`src/rtl/pc_return_stack_if.sv`:
```
// Decoder-to-sequencer bundle: operation strobes in, program address and stack status out.
interface pc_return_stack_if #(
    parameter int unsigned ADDR_W = 10,
    parameter int unsigned DEPTH  = 5
);
    localparam int unsigned DEP_W = $clog2(DEPTH + 1);

    logic              inc;
    logic              jmp;
    logic              call;
    logic              ret;
    logic              tgt_full;
    logic [ADDR_W-1:0] tgt;
    logic              flag_clr;
    logic [ADDR_W-1:0] pc;
    logic [ADDR_W-1:0] tos;
    logic [DEP_W-1:0]  depth;
    logic              full;
    logic              empty;
    logic              ovf;
    logic              unf;

    modport master (
        output inc, jmp, call, ret, tgt_full, tgt, flag_clr,
        input  pc, tos, depth, full, empty, ovf, unf
    );

    modport slave (
        input  inc, jmp, call, ret, tgt_full, tgt, flag_clr,
        output pc, tos, depth, full, empty, ovf, unf
    );
endinterface

```
`src/rtl/pc_return_stack.sv`:
```
// Program-counter sequencer with a shift-register return-address stack,
// valid-depth tracking and sticky overflow/underflow flags.
module pc_return_stack #(
    parameter int unsigned           ADDR_W    = 10,
    parameter int unsigned           PL_W      = 6,
    parameter int unsigned           PL_MODE   = 0,
    parameter int unsigned           DEPTH     = 5,
    parameter logic [ADDR_W-PL_W-1:0] CALL_PAGE = '1,
    parameter int unsigned           OVF_MODE  = 0
) (
    input logic                clk,
    input logic                rst_n,
    pc_return_stack_if.slave   bus
);
    localparam int unsigned DEP_W = $clog2(DEPTH + 1);
    localparam int unsigned PG_W  = ADDR_W - PL_W;

    logic [ADDR_W-1:0]             pc_q, pc_d;
    logic [DEPTH-1:0][ADDR_W-1:0]  stack_q, stack_d;
    logic [DEP_W-1:0]              depth_q, depth_d;
    logic                          ovf_q, ovf_d;
    logic                          unf_q, unf_d;
    logic                          full_w;
    logic                          empty_w;
    logic [ADDR_W-1:0]             seq_pc;

    // Sequential successor: only the in-page field advances, the page never carries.
    function automatic logic [ADDR_W-1:0] seq_next(input logic [ADDR_W-1:0] a);
        logic [PL_W-1:0] pl;
        pl = a[PL_W-1:0];
        if (PL_MODE == 0) begin
            pl = {~(pl[0] ^ pl[1]), pl[PL_W-1:1]};
        end else begin
            pl = pl + PL_W'(1);
        end
        return {a[ADDR_W-1:PL_W], pl};
    endfunction

    assign seq_pc  = seq_next(pc_q);
    assign full_w  = (depth_q == DEP_W'(DEPTH));
    assign empty_w = (depth_q == '0);

    always_comb begin
        pc_d    = pc_q;
        stack_d = stack_q;
        depth_d = depth_q;
        ovf_d   = ovf_q;
        unf_d   = unf_q;

        // Clear first so a same-cycle set below wins.
        if (bus.flag_clr) begin
            ovf_d = 1'b0;
            unf_d = 1'b0;
        end

        if (bus.ret) begin
            pc_d = stack_q[0];
            for (int unsigned i = 0; i + 1 < DEPTH; i++) begin
                stack_d[i] = stack_q[i+1];
            end
            if (empty_w) begin
                unf_d = 1'b1;
            end else begin
                depth_d = depth_q - DEP_W'(1);
            end
        end else if (bus.call) begin
            pc_d = bus.tgt_full ? bus.tgt : {CALL_PAGE, bus.tgt[PL_W-1:0]};
            if (full_w) begin
                ovf_d = 1'b1;
            end
            if (!(full_w && OVF_MODE == 1)) begin
                for (int unsigned i = DEPTH - 1; i > 0; i--) begin
                    stack_d[i] = stack_q[i-1];
                end
                stack_d[0] = seq_pc;
                if (!full_w) begin
                    depth_d = depth_q + DEP_W'(1);
                end
            end
        end else if (bus.jmp) begin
            pc_d = bus.tgt_full ? bus.tgt : {pc_q[ADDR_W-1:PL_W], bus.tgt[PL_W-1:0]};
        end else if (bus.inc) begin
            pc_d = seq_pc;
        end
    end

    always_ff @(posedge clk or negedge rst_n) begin
        if (!rst_n) begin
            pc_q    <= '0;
            stack_q <= '0;
            depth_q <= '0;
            ovf_q   <= 1'b0;
            unf_q   <= 1'b0;
        end else begin
            pc_q    <= pc_d;
            stack_q <= stack_d;
            depth_q <= depth_d;
            ovf_q   <= ovf_d;
            unf_q   <= unf_d;
        end
    end

    assign bus.pc    = pc_q;
    assign bus.tos   = stack_q[0];
    assign bus.depth = depth_q;
    assign bus.full  = full_w;
    assign bus.empty = empty_w;
    assign bus.ovf   = ovf_q;
    assign bus.unf   = unf_q;

    // Page field must be non-empty for the {page, low} concatenations.
    if (PG_W == 0) begin : g_bad_width
        $error("ADDR_W must exceed PL_W");
    end
endmodule

```
`src/flat_wrapper.sv`:
```
// flat-port wrapper written by rule: the top's interface ports become plain ports
module pc_return_stack_flat 
#(
    parameter int unsigned           ADDR_W    = 10,
    parameter int unsigned           PL_W      = 6,
    parameter int unsigned           PL_MODE   = 0,
    parameter int unsigned           DEPTH     = 5,
    parameter logic [ADDR_W-PL_W-1:0] CALL_PAGE = '1,
    parameter int unsigned           OVF_MODE  = 0
)
  (clk, rst_n, bus_inc, bus_jmp, bus_call, bus_ret, bus_tgt_full, bus_tgt, bus_flag_clr, bus_pc, bus_tos, bus_depth, bus_full, bus_empty, bus_ovf, bus_unf);
  pc_return_stack_if #(.ADDR_W(ADDR_W), .DEPTH(DEPTH)) bus_i ();
  input logic clk;
  input logic rst_n;
  input wire logic [$bits(bus_i.inc)-1:0] bus_inc;
  input wire logic [$bits(bus_i.jmp)-1:0] bus_jmp;
  input wire logic [$bits(bus_i.call)-1:0] bus_call;
  input wire logic [$bits(bus_i.ret)-1:0] bus_ret;
  input wire logic [$bits(bus_i.tgt_full)-1:0] bus_tgt_full;
  input wire logic [$bits(bus_i.tgt)-1:0] bus_tgt;
  input wire logic [$bits(bus_i.flag_clr)-1:0] bus_flag_clr;
  output wire logic [$bits(bus_i.pc)-1:0] bus_pc;
  output wire logic [$bits(bus_i.tos)-1:0] bus_tos;
  output wire logic [$bits(bus_i.depth)-1:0] bus_depth;
  output wire logic [$bits(bus_i.full)-1:0] bus_full;
  output wire logic [$bits(bus_i.empty)-1:0] bus_empty;
  output wire logic [$bits(bus_i.ovf)-1:0] bus_ovf;
  output wire logic [$bits(bus_i.unf)-1:0] bus_unf;
  assign bus_i.inc = bus_inc;
  assign bus_i.jmp = bus_jmp;
  assign bus_i.call = bus_call;
  assign bus_i.ret = bus_ret;
  assign bus_i.tgt_full = bus_tgt_full;
  assign bus_i.tgt = bus_tgt;
  assign bus_i.flag_clr = bus_flag_clr;
  assign bus_pc = bus_i.pc;
  assign bus_tos = bus_i.tos;
  assign bus_depth = bus_i.depth;
  assign bus_full = bus_i.full;
  assign bus_empty = bus_i.empty;
  assign bus_ovf = bus_i.ovf;
  assign bus_unf = bus_i.unf;
  pc_return_stack #(.ADDR_W(ADDR_W), .PL_W(PL_W), .PL_MODE(PL_MODE), .DEPTH(DEPTH), .CALL_PAGE(CALL_PAGE), .OVF_MODE(OVF_MODE)) u_core (.clk(clk), .rst_n(rst_n), .bus(bus_i));
endmodule
```
`config.mk`:
```
export PLATFORM = sky130hd
export DESIGN_NAME = pc_return_stack_flat
export DESIGN_NICKNAME = d
export VERILOG_FILES = /design/src/rtl/pc_return_stack_if.sv /design/src/rtl/pc_return_stack.sv /design/src/flat_wrapper.sv
export SDC_FILE = /design/constraint.sdc
export NUM_CORES = 1
export LEC_CHECK = 0
export ABC_AREA = 1
export CORE_MARGIN = 1.5
export CORE_UTILIZATION = 45
export DETAILED_ROUTE_END_ITERATION = 6
export PLACE_DENSITY = 0.68
export SLEW_MARGIN = 0
export SYNTH_ARGS = -nofsm -noshare
export SYNTH_HDL_FRONTEND = slang
export SYNTH_SLANG_ARGS = --single-unit
export TNS_END_PERCENT = 10
```
`constraint.sdc`:
```
create_clock -name clk -period 1.7 [get_ports clk]
set_clock_uncertainty 0.05 [all_clocks]
set_input_delay 0.51 -clock clk [delete_from_list [all_inputs] [get_ports clk]]
set_output_delay 0.51 -clock clk [all_outputs]
set_load 0.1 [all_outputs]
```
==> results.sh, run 1 <==
export IMPL_mostFrequentLayoutCells="nand2_1 (216), dfrtp_1 (62), nand3_1 (41), buf_12 (31), inv_1 (25)"
export IMPL_comb_power_share=0.414
export IMPL_grt_pass1_wl_um=12000
export IMPL_crit_path_max_incr_delay_ns=0.52
export IMPL_cp_slowest_cell="dfrtp_4"
export IMPL_clk_pin_slew_ns=0.07
export IMPL_critPathRequiredTime_ns=1.14
export IMPL_netlist_area_um2=3200
export IMPL_r2r_end="u_core.bus.depth[2]$_DFFE_PN0P_"
export IMPL_hold_viol=0
export IMPL_leakagePower_nw=2.17
export IMPL_cap_violations=0
export IMPL_dieArea_um2=7620
export IMPL_clock_latency_ns=0.34
export IMPL_synthCells=417
export IMPL_tightest_slew_ns=0.420
export IMPL_clockPowerShare=0.231
export IMPL_clock_root_buffer="clkbuf_8"
export IMPL_seqPwrFrac=0.355
export IMPL_dp_hpwl_um=4680
export IMPL_worst_r2r_cell_count=8
export IMPL_io_buffers=44
export IMPL_globalplace_congestion=0.885
export IMPL_drt_wirelength_per_cell_um=12.6
export IMPL_hold_class="input pin to async pin"
export IMPL_period_share=1.09
export IMPL_overflow=0
export IMPL_wl_um=7120
export IMPL_yosysSeqAreaShare=0.509
export IMPL_place_inst=542
export IMPL_status="finished, violations left"
export IMPL_diodes=0
export IMPL_die_x_um=87.3
export IMPL_critPathLaunchType="register"
export IMPL_p_per_area_nw_per_um2=1400
export IMPL_antenna_found_initial=0
export IMPL_numCtsBuffers=9
export IMPL_swShare=0.408
export IMPL_row_count=30
export IMPL_cp_data_arrival_time_ns=1.30
export IMPL_grt_max_degree=66
export IMPL_cp_top_family="flip-flops"
export IMPL_syn_nets=436
export IMPL_ant_nets=0
export IMPL_vias_per_cell=4.82
export IMPL_cts_hold_buffers=0
export IMPL_drive_above_1_share=0.167
export IMPL_avgSynthCellArea_um2=7.67
export IMPL_critPathBufInv=2
export IMPL_crit_fanout=4
export IMPL_cts_sinks=65
export IMPL_fin_crit_ns=1.86
export IMPL_cp_num_cells=4
export IMPL_final_common_cell="nand2_1"
export IMPL_die_y_um=87.3
export IMPL_peakVddDrop_uv=772
export IMPL_gr_usage_all_layers=0.202
export IMPL_stdcell_count=564
export IMPL_crit_end="bus_empty"
export IMPL_startpoint="u_core.bus.depth[0]$_DFFE_PN0P_"
export IMPL_grt_pass1_vias=2508
export IMPL_setup_violations=4
export IMPL_clock_path_buffers=2
export IMPL_end_kind="output pin"
export IMPL_violations="negative setup slack"
export IMPL_h_tree_depth=3
export IMPL_vias=2716
export IMPL_setup_tns_ns=-0.355
export IMPL_power_w=0.00598
export IMPL_rsz0062_at_grt="true"
export IMPL_place_ws_ns=-0.152
export IMPL_area_growth_syn_to_layout_pct=33.9
export IMPL_fmax_ghz=0.539
export IMPL_post_route_worst_setup_slack_ns=-0.156
export IMPL_ios=45
export IMPL_core_um2=6830
export IMPL_worstPathCellList="nor2_4 -> nand2_4 -> clkinvlp_4 -> buf_12"
export IMPL_switchingPower_w=0.00244
export IMPL_slew_headroom=0.719
export IMPL_synth_seq_cells=65
export IMPL_finalMaxSlewViolations=0
export IMPL_drt_initial_drc_count=288
export IMPL_synth_warnings=0
export IMPL_remaining_drc_errors=0
export IMPL_final_nets=482
export IMPL_r2r_slack_ns=0.24
export IMPL_r2r_start="u_core.bus.depth[0]$_DFFE_PN0P_"
export IMPL_synthDistinctLibCells=19
export IMPL_first_pass_iters=4
export IMPL_cts_tree="done"
export IMPL_start_util=0.468
export IMPL_worstSetupPathType="register to output pin"
export IMPL_fillerInstances=589
export IMPL_internal_power_w=0.00354
-- what timing repair did --
item,in CTS,in global routing
resized for setup,1,1
pin swaps,2,2
buffers inserted,4,2
endpoints found under the setup margin,2,4
-- cell usage after synthesis --
master,n,area share
a21boi_0,1,0.0023
a21oi_1,7,0.011
buf_2,8,0.013
buf_4,18,0.042
buf_6,1,0.0035
dfrtp_1,65,0.51
fa_1,1,0.0063
inv_1,28,0.033
inv_2,2,0.0023
nand2_1,217,0.25
nand3_1,42,0.066
nor2_1,11,0.013
nor2_2,1,0.0020
nor2_4,2,0.0070
nor2_8,1,0.0063
nor3_4,1,0.0051
o211ai_1,6,0.014
o211ai_2,1,0.0039
o21ai_0,4,0.0063
-- kinds of logic (layout without fill, tap and decap cells) --
family,count (synthesis),in the layout,synth area share
AO/OA/AOI/OAI,19,19,0.0376
adder cells (fa/ha/maj),1,1,0.00626
buffers and inverters,57,108,0.0935
flip-flops,65,65,0.509
AND/OR/NAND/NOR,275,275,0.354
-- power groups by stage --
stage	logic (W)	registers [W]	clock network, W
after floorplan	0.00101	0.00265	0
after global placement	0.00230	0.00216	0
after detailed placement	0.00233	0.00217	0
after CTS	0.00244	0.00212	0.00139
after global routing	0.00261	0.00216	0.00148
final	0.00247	0.00212	0.00138
-- metrics by stage --
stage                util  area, um^2  hold WS (ns)
floorplan               -        3250         0.164
global placement    0.588        4020         0.403
detailed placement  0.588        4020         0.409
CTS                 0.624        4260         0.135
global route        0.626        4280         0.145
finish              0.626        4280         0.114
-- metal layers --
metal  track usage  routed length (um)
met4        0.0534                  57
met3        0.0550                 392
met5             0                   0
met2         0.297                3130
met1         0.294                3540
-- state kept, by name (all words and copies together) (netlist names) --
name              flops
u_core.bus.pc        10
u_core.bus.depth      3
u_core.bus.unf        1
u_core.stack_q       40
u_core.bus.ovf        1
u_core.bus.tos       10
-- cell type report --
cell class | instances | area [um^2] | area share
flip-flops and latches | 65 | 1640 | 0.383
multi-input cells | 295 | 1300 | 0.304
repair buffers | 62 | 890 | 0.208
clock buffers | 14 | 173 | 0.0404
inverters | 30 | 125 | 0.0292
well taps | 96 | 120 | 0.0281
clock inverters | 2 | 35.0 | 0.00819
-- worst min-delay path by stage --
| stage | to | cells after the start | from |
|---|---|---|---|
| 2_1_floorplan | u_core.bus.ovf$_DFF_PN0_ | 0 | rst_n |
| 3_3_place_gp | u_core.stack_q[46]$_DFFE_PN0P_ | 2 | u_core.stack_q[46]$_DFFE_PN0P_ |
| 3_5_place_dp | u_core.stack_q[43]$_DFFE_PN0P_ | 2 | u_core.stack_q[43]$_DFFE_PN0P_ |
| 4_1_cts | u_core.bus.depth[1]$_DFFE_PN0P_ | 2 | rst_n |
| 5_1_grt | u_core.bus.depth[1]$_DFFE_PN0P_ | 2 | rst_n |
| 6_report | u_core.bus.depth[1]$_DFFE_PN0P_ | 2 | rst_n |
(Power assumes the default switching activity.)
==> run 2: changes to the inputs <==
--- a/config.mk
+++ b/config.mk
@@ -6,11 +6,12 @@
 export NUM_CORES = 1
 export LEC_CHECK = 0
 export ABC_AREA = 1
+export CORE_ASPECT_RATIO = 1.75
 export CORE_MARGIN = 1.5
 export CORE_UTILIZATION = 45
 export DETAILED_ROUTE_END_ITERATION = 6
 export PLACE_DENSITY = 0.68
-export SLEW_MARGIN = 0
+export SLEW_MARGIN = 20
 export SYNTH_ARGS = -nofsm -noshare
 export SYNTH_HDL_FRONTEND = slang
 export SYNTH_SLANG_ARGS = --single-unit
==> constraint.sdc (replaced) <==
create_clock -name clk -period 2.4 [get_ports clk]
set_clock_uncertainty 0.05 [all_clocks]
set_input_delay 0.72 -clock clk [delete_from_list [all_inputs] [get_ports clk]]
set_output_delay 0.72 -clock clk [all_outputs]
set_load 0.1 [all_outputs]
==> results.sh, run 2 (synthesis results as in run 1) <==
export IMPL_finalMaxSlewViolations=0
export IMPL_antenna_found_initial=0
export IMPL_first_pass_iters=4
export IMPL_max_flop_register="u_core.stack_q"
export IMPL_status="finished, final reports clean"
export IMPL_globalplace_congestion=0.745
export IMPL_diodes=0
export IMPL_end_kind="output pin"
export IMPL_drt_wirelength_per_cell_um=12.5
export IMPL_clock_path_buffers=2
export IMPL_numCtsBuffers=9
export IMPL_fmax_ghz=0.472
export IMPL_row_count=40
export IMPL_stdcell_count=544
export IMPL_area_growth_syn_to_layout_pct=21.2
export IMPL_drt_initial_drc_count=201
export IMPL_grt_max_degree=66
export IMPL_startpoint="u_core.bus.depth[1]$_DFFE_PN0P_"
export IMPL_die_x_um=66.7
export IMPL_ant_nets=0
export IMPL_r2r_start="u_core.bus.depth[0]$_DFFE_PN0P_"
export IMPL_period_share=0.883
export IMPL_critPathRequiredTime_ns=1.63
export IMPL_mostFrequentLayoutCells="nand2_1 (217), dfrtp_1 (62), nand3_1 (42), buf_4 (34), inv_1 (27)"
export IMPL_cap_violations=0
export IMPL_wl_um=6820
export IMPL_clock_latency_ns=0.33
export IMPL_remaining_drc_errors=0
export IMPL_cts_tree="done"
export IMPL_clk_pin_slew_ns=0.05
export IMPL_place_inst=528
export IMPL_vias_per_cell=4.89
export IMPL_rsz0062_at_grt="false"
export IMPL_cts_hold_buffers=0
export IMPL_cts_repair_resized=0
export IMPL_peakVddDrop_uv=415
export IMPL_grt_pass1_vias=2520
export IMPL_dp_hpwl_um=4650
export IMPL_leakagePower_nw=2.05
export IMPL_setup_violations=0
export IMPL_start_util=0.466
export IMPL_ios=45
export IMPL_fillerInstances=638
export IMPL_slew_headroom=0.677
export IMPL_cp_data_arrival_time_ns=1.35
export IMPL_vias=2659
export IMPL_io_buffers=44
export IMPL_setup_tns_ns=0
export IMPL_clock_root_buffer="clkbuf_16"
export IMPL_worstSetupPathType="register to output pin"
export IMPL_cts_sinks=65
export IMPL_critPathLaunchType="register"
export IMPL_largest_reg_flops=40
export IMPL_drive_above_1_share=0.141
export IMPL_cts_setup_buffers=0
export IMPL_final_common_cell="nand2_1"
export IMPL_crit_fanout=3
export IMPL_core_um2=6860
export IMPL_dieArea_um2=7640
export IMPL_h_tree_depth=3
export IMPL_p_per_area_nw_per_um2=1040
export IMPL_final_nets=474
export IMPL_hold_viol=0
export IMPL_hold_class="input pin to async pin"
export IMPL_die_y_um=115
export IMPL_fin_crit_ns=2.12
export IMPL_grt_pass1_wl_um=11600
export IMPL_tightest_slew_ns=0.485
export IMPL_overflow=0
export IMPL_gr_usage_all_layers=0.200
[run 2: worst paths after layout]
path | cells after the start | slack (ns) | to
max in group asynchronous | 2 | 1.64 | u_core.bus.depth[1]$_DFFE_PN0P_
max | 4 | 0.28 | bus_full
min | 2 | 0.34 | u_core.stack_q[30]$_DFFE_PN0P_
max reg2reg | 6 | 1.07 | u_core.bus.depth[2]$_DFFE_PN0P_
min in group clk | 2 | 0.42 | u_core.stack_q[45]$_DFFE_PN0P_
min reg2reg | 2 | 0.42 | u_core.stack_q[45]$_DFFE_PN0P_
[run 2: report_power, final]
group / internal (W) / switching (W)
Clock: 0.000749 / 0.000445
Sequential: 0.00129 / 0.000157
Combinational: 0.000349 / 0.00105
[run 2: metrics by stage]
stage / power [W] / cell area, um^2 / utilization / setup slack, ns / hold slack [ns]
6_report: 0.00403 / 3870 / 0.565 / 0.281 / 0.340
5_1_grt: 0.00423 / 3870 / 0.565 / 0.208 / 0.377
4_1_cts: 0.00407 / 3870 / 0.565 / 0.259 / 0.362
3_5_place_dp: 0.00286 / 3600 / 0.525 / 0.273 / 0.409
3_3_place_gp: 0.00283 / 3600 / 0.525 / 0.306 / 0.403
2_1_floorplan: 0.00252 / 3200 / - / 0.169 / 0.374
[run 2: cell type report]
cell class,instances,area (um^2),share of cell area
Clock inverter,3,15.0,0.00388
Timing Repair Buffer,54,475,0.123
Inverter,30,116,0.0300
Multi-Input combinational cell,295,1270,0.328
Clock buffer,13,260,0.0672
Sequential cell,65,1630,0.421
Tap cell,84,105,0.0271
[run 2: worst max-delay path, stage by stage, from the launching register on]
cell and delay [ns]:
dfrtp_2 0.41, inv_1 0.14, nand3_1 0.17, clkinvlp_4 0.13, buf_12 0.17
[run 2: metal layers]
metal / up-vias / routed length (um) / global-route usage
met5: - / 0 / 0
met4: 0 / 131 / 0.0966
met3: 9 / 303 / 0.0462
met2: 59 / 3440 / 0.323
met1: 1238 / 2950 / 0.247
li1: 1353 / - / -
==> run 3: changes to the inputs <==
--- a/config.mk
+++ b/config.mk
@@ -6,6 +6,7 @@
 export NUM_CORES = 1
 export LEC_CHECK = 0
 export ABC_AREA = 1
+export CAP_MARGIN = 20
 export CORE_ASPECT_RATIO = 1.75
 export CORE_MARGIN = 1.5
 export CORE_UTILIZATION = 45
==> results of run 3 <==
No change in the layout: final DEF, timing and power equal those of run 2.
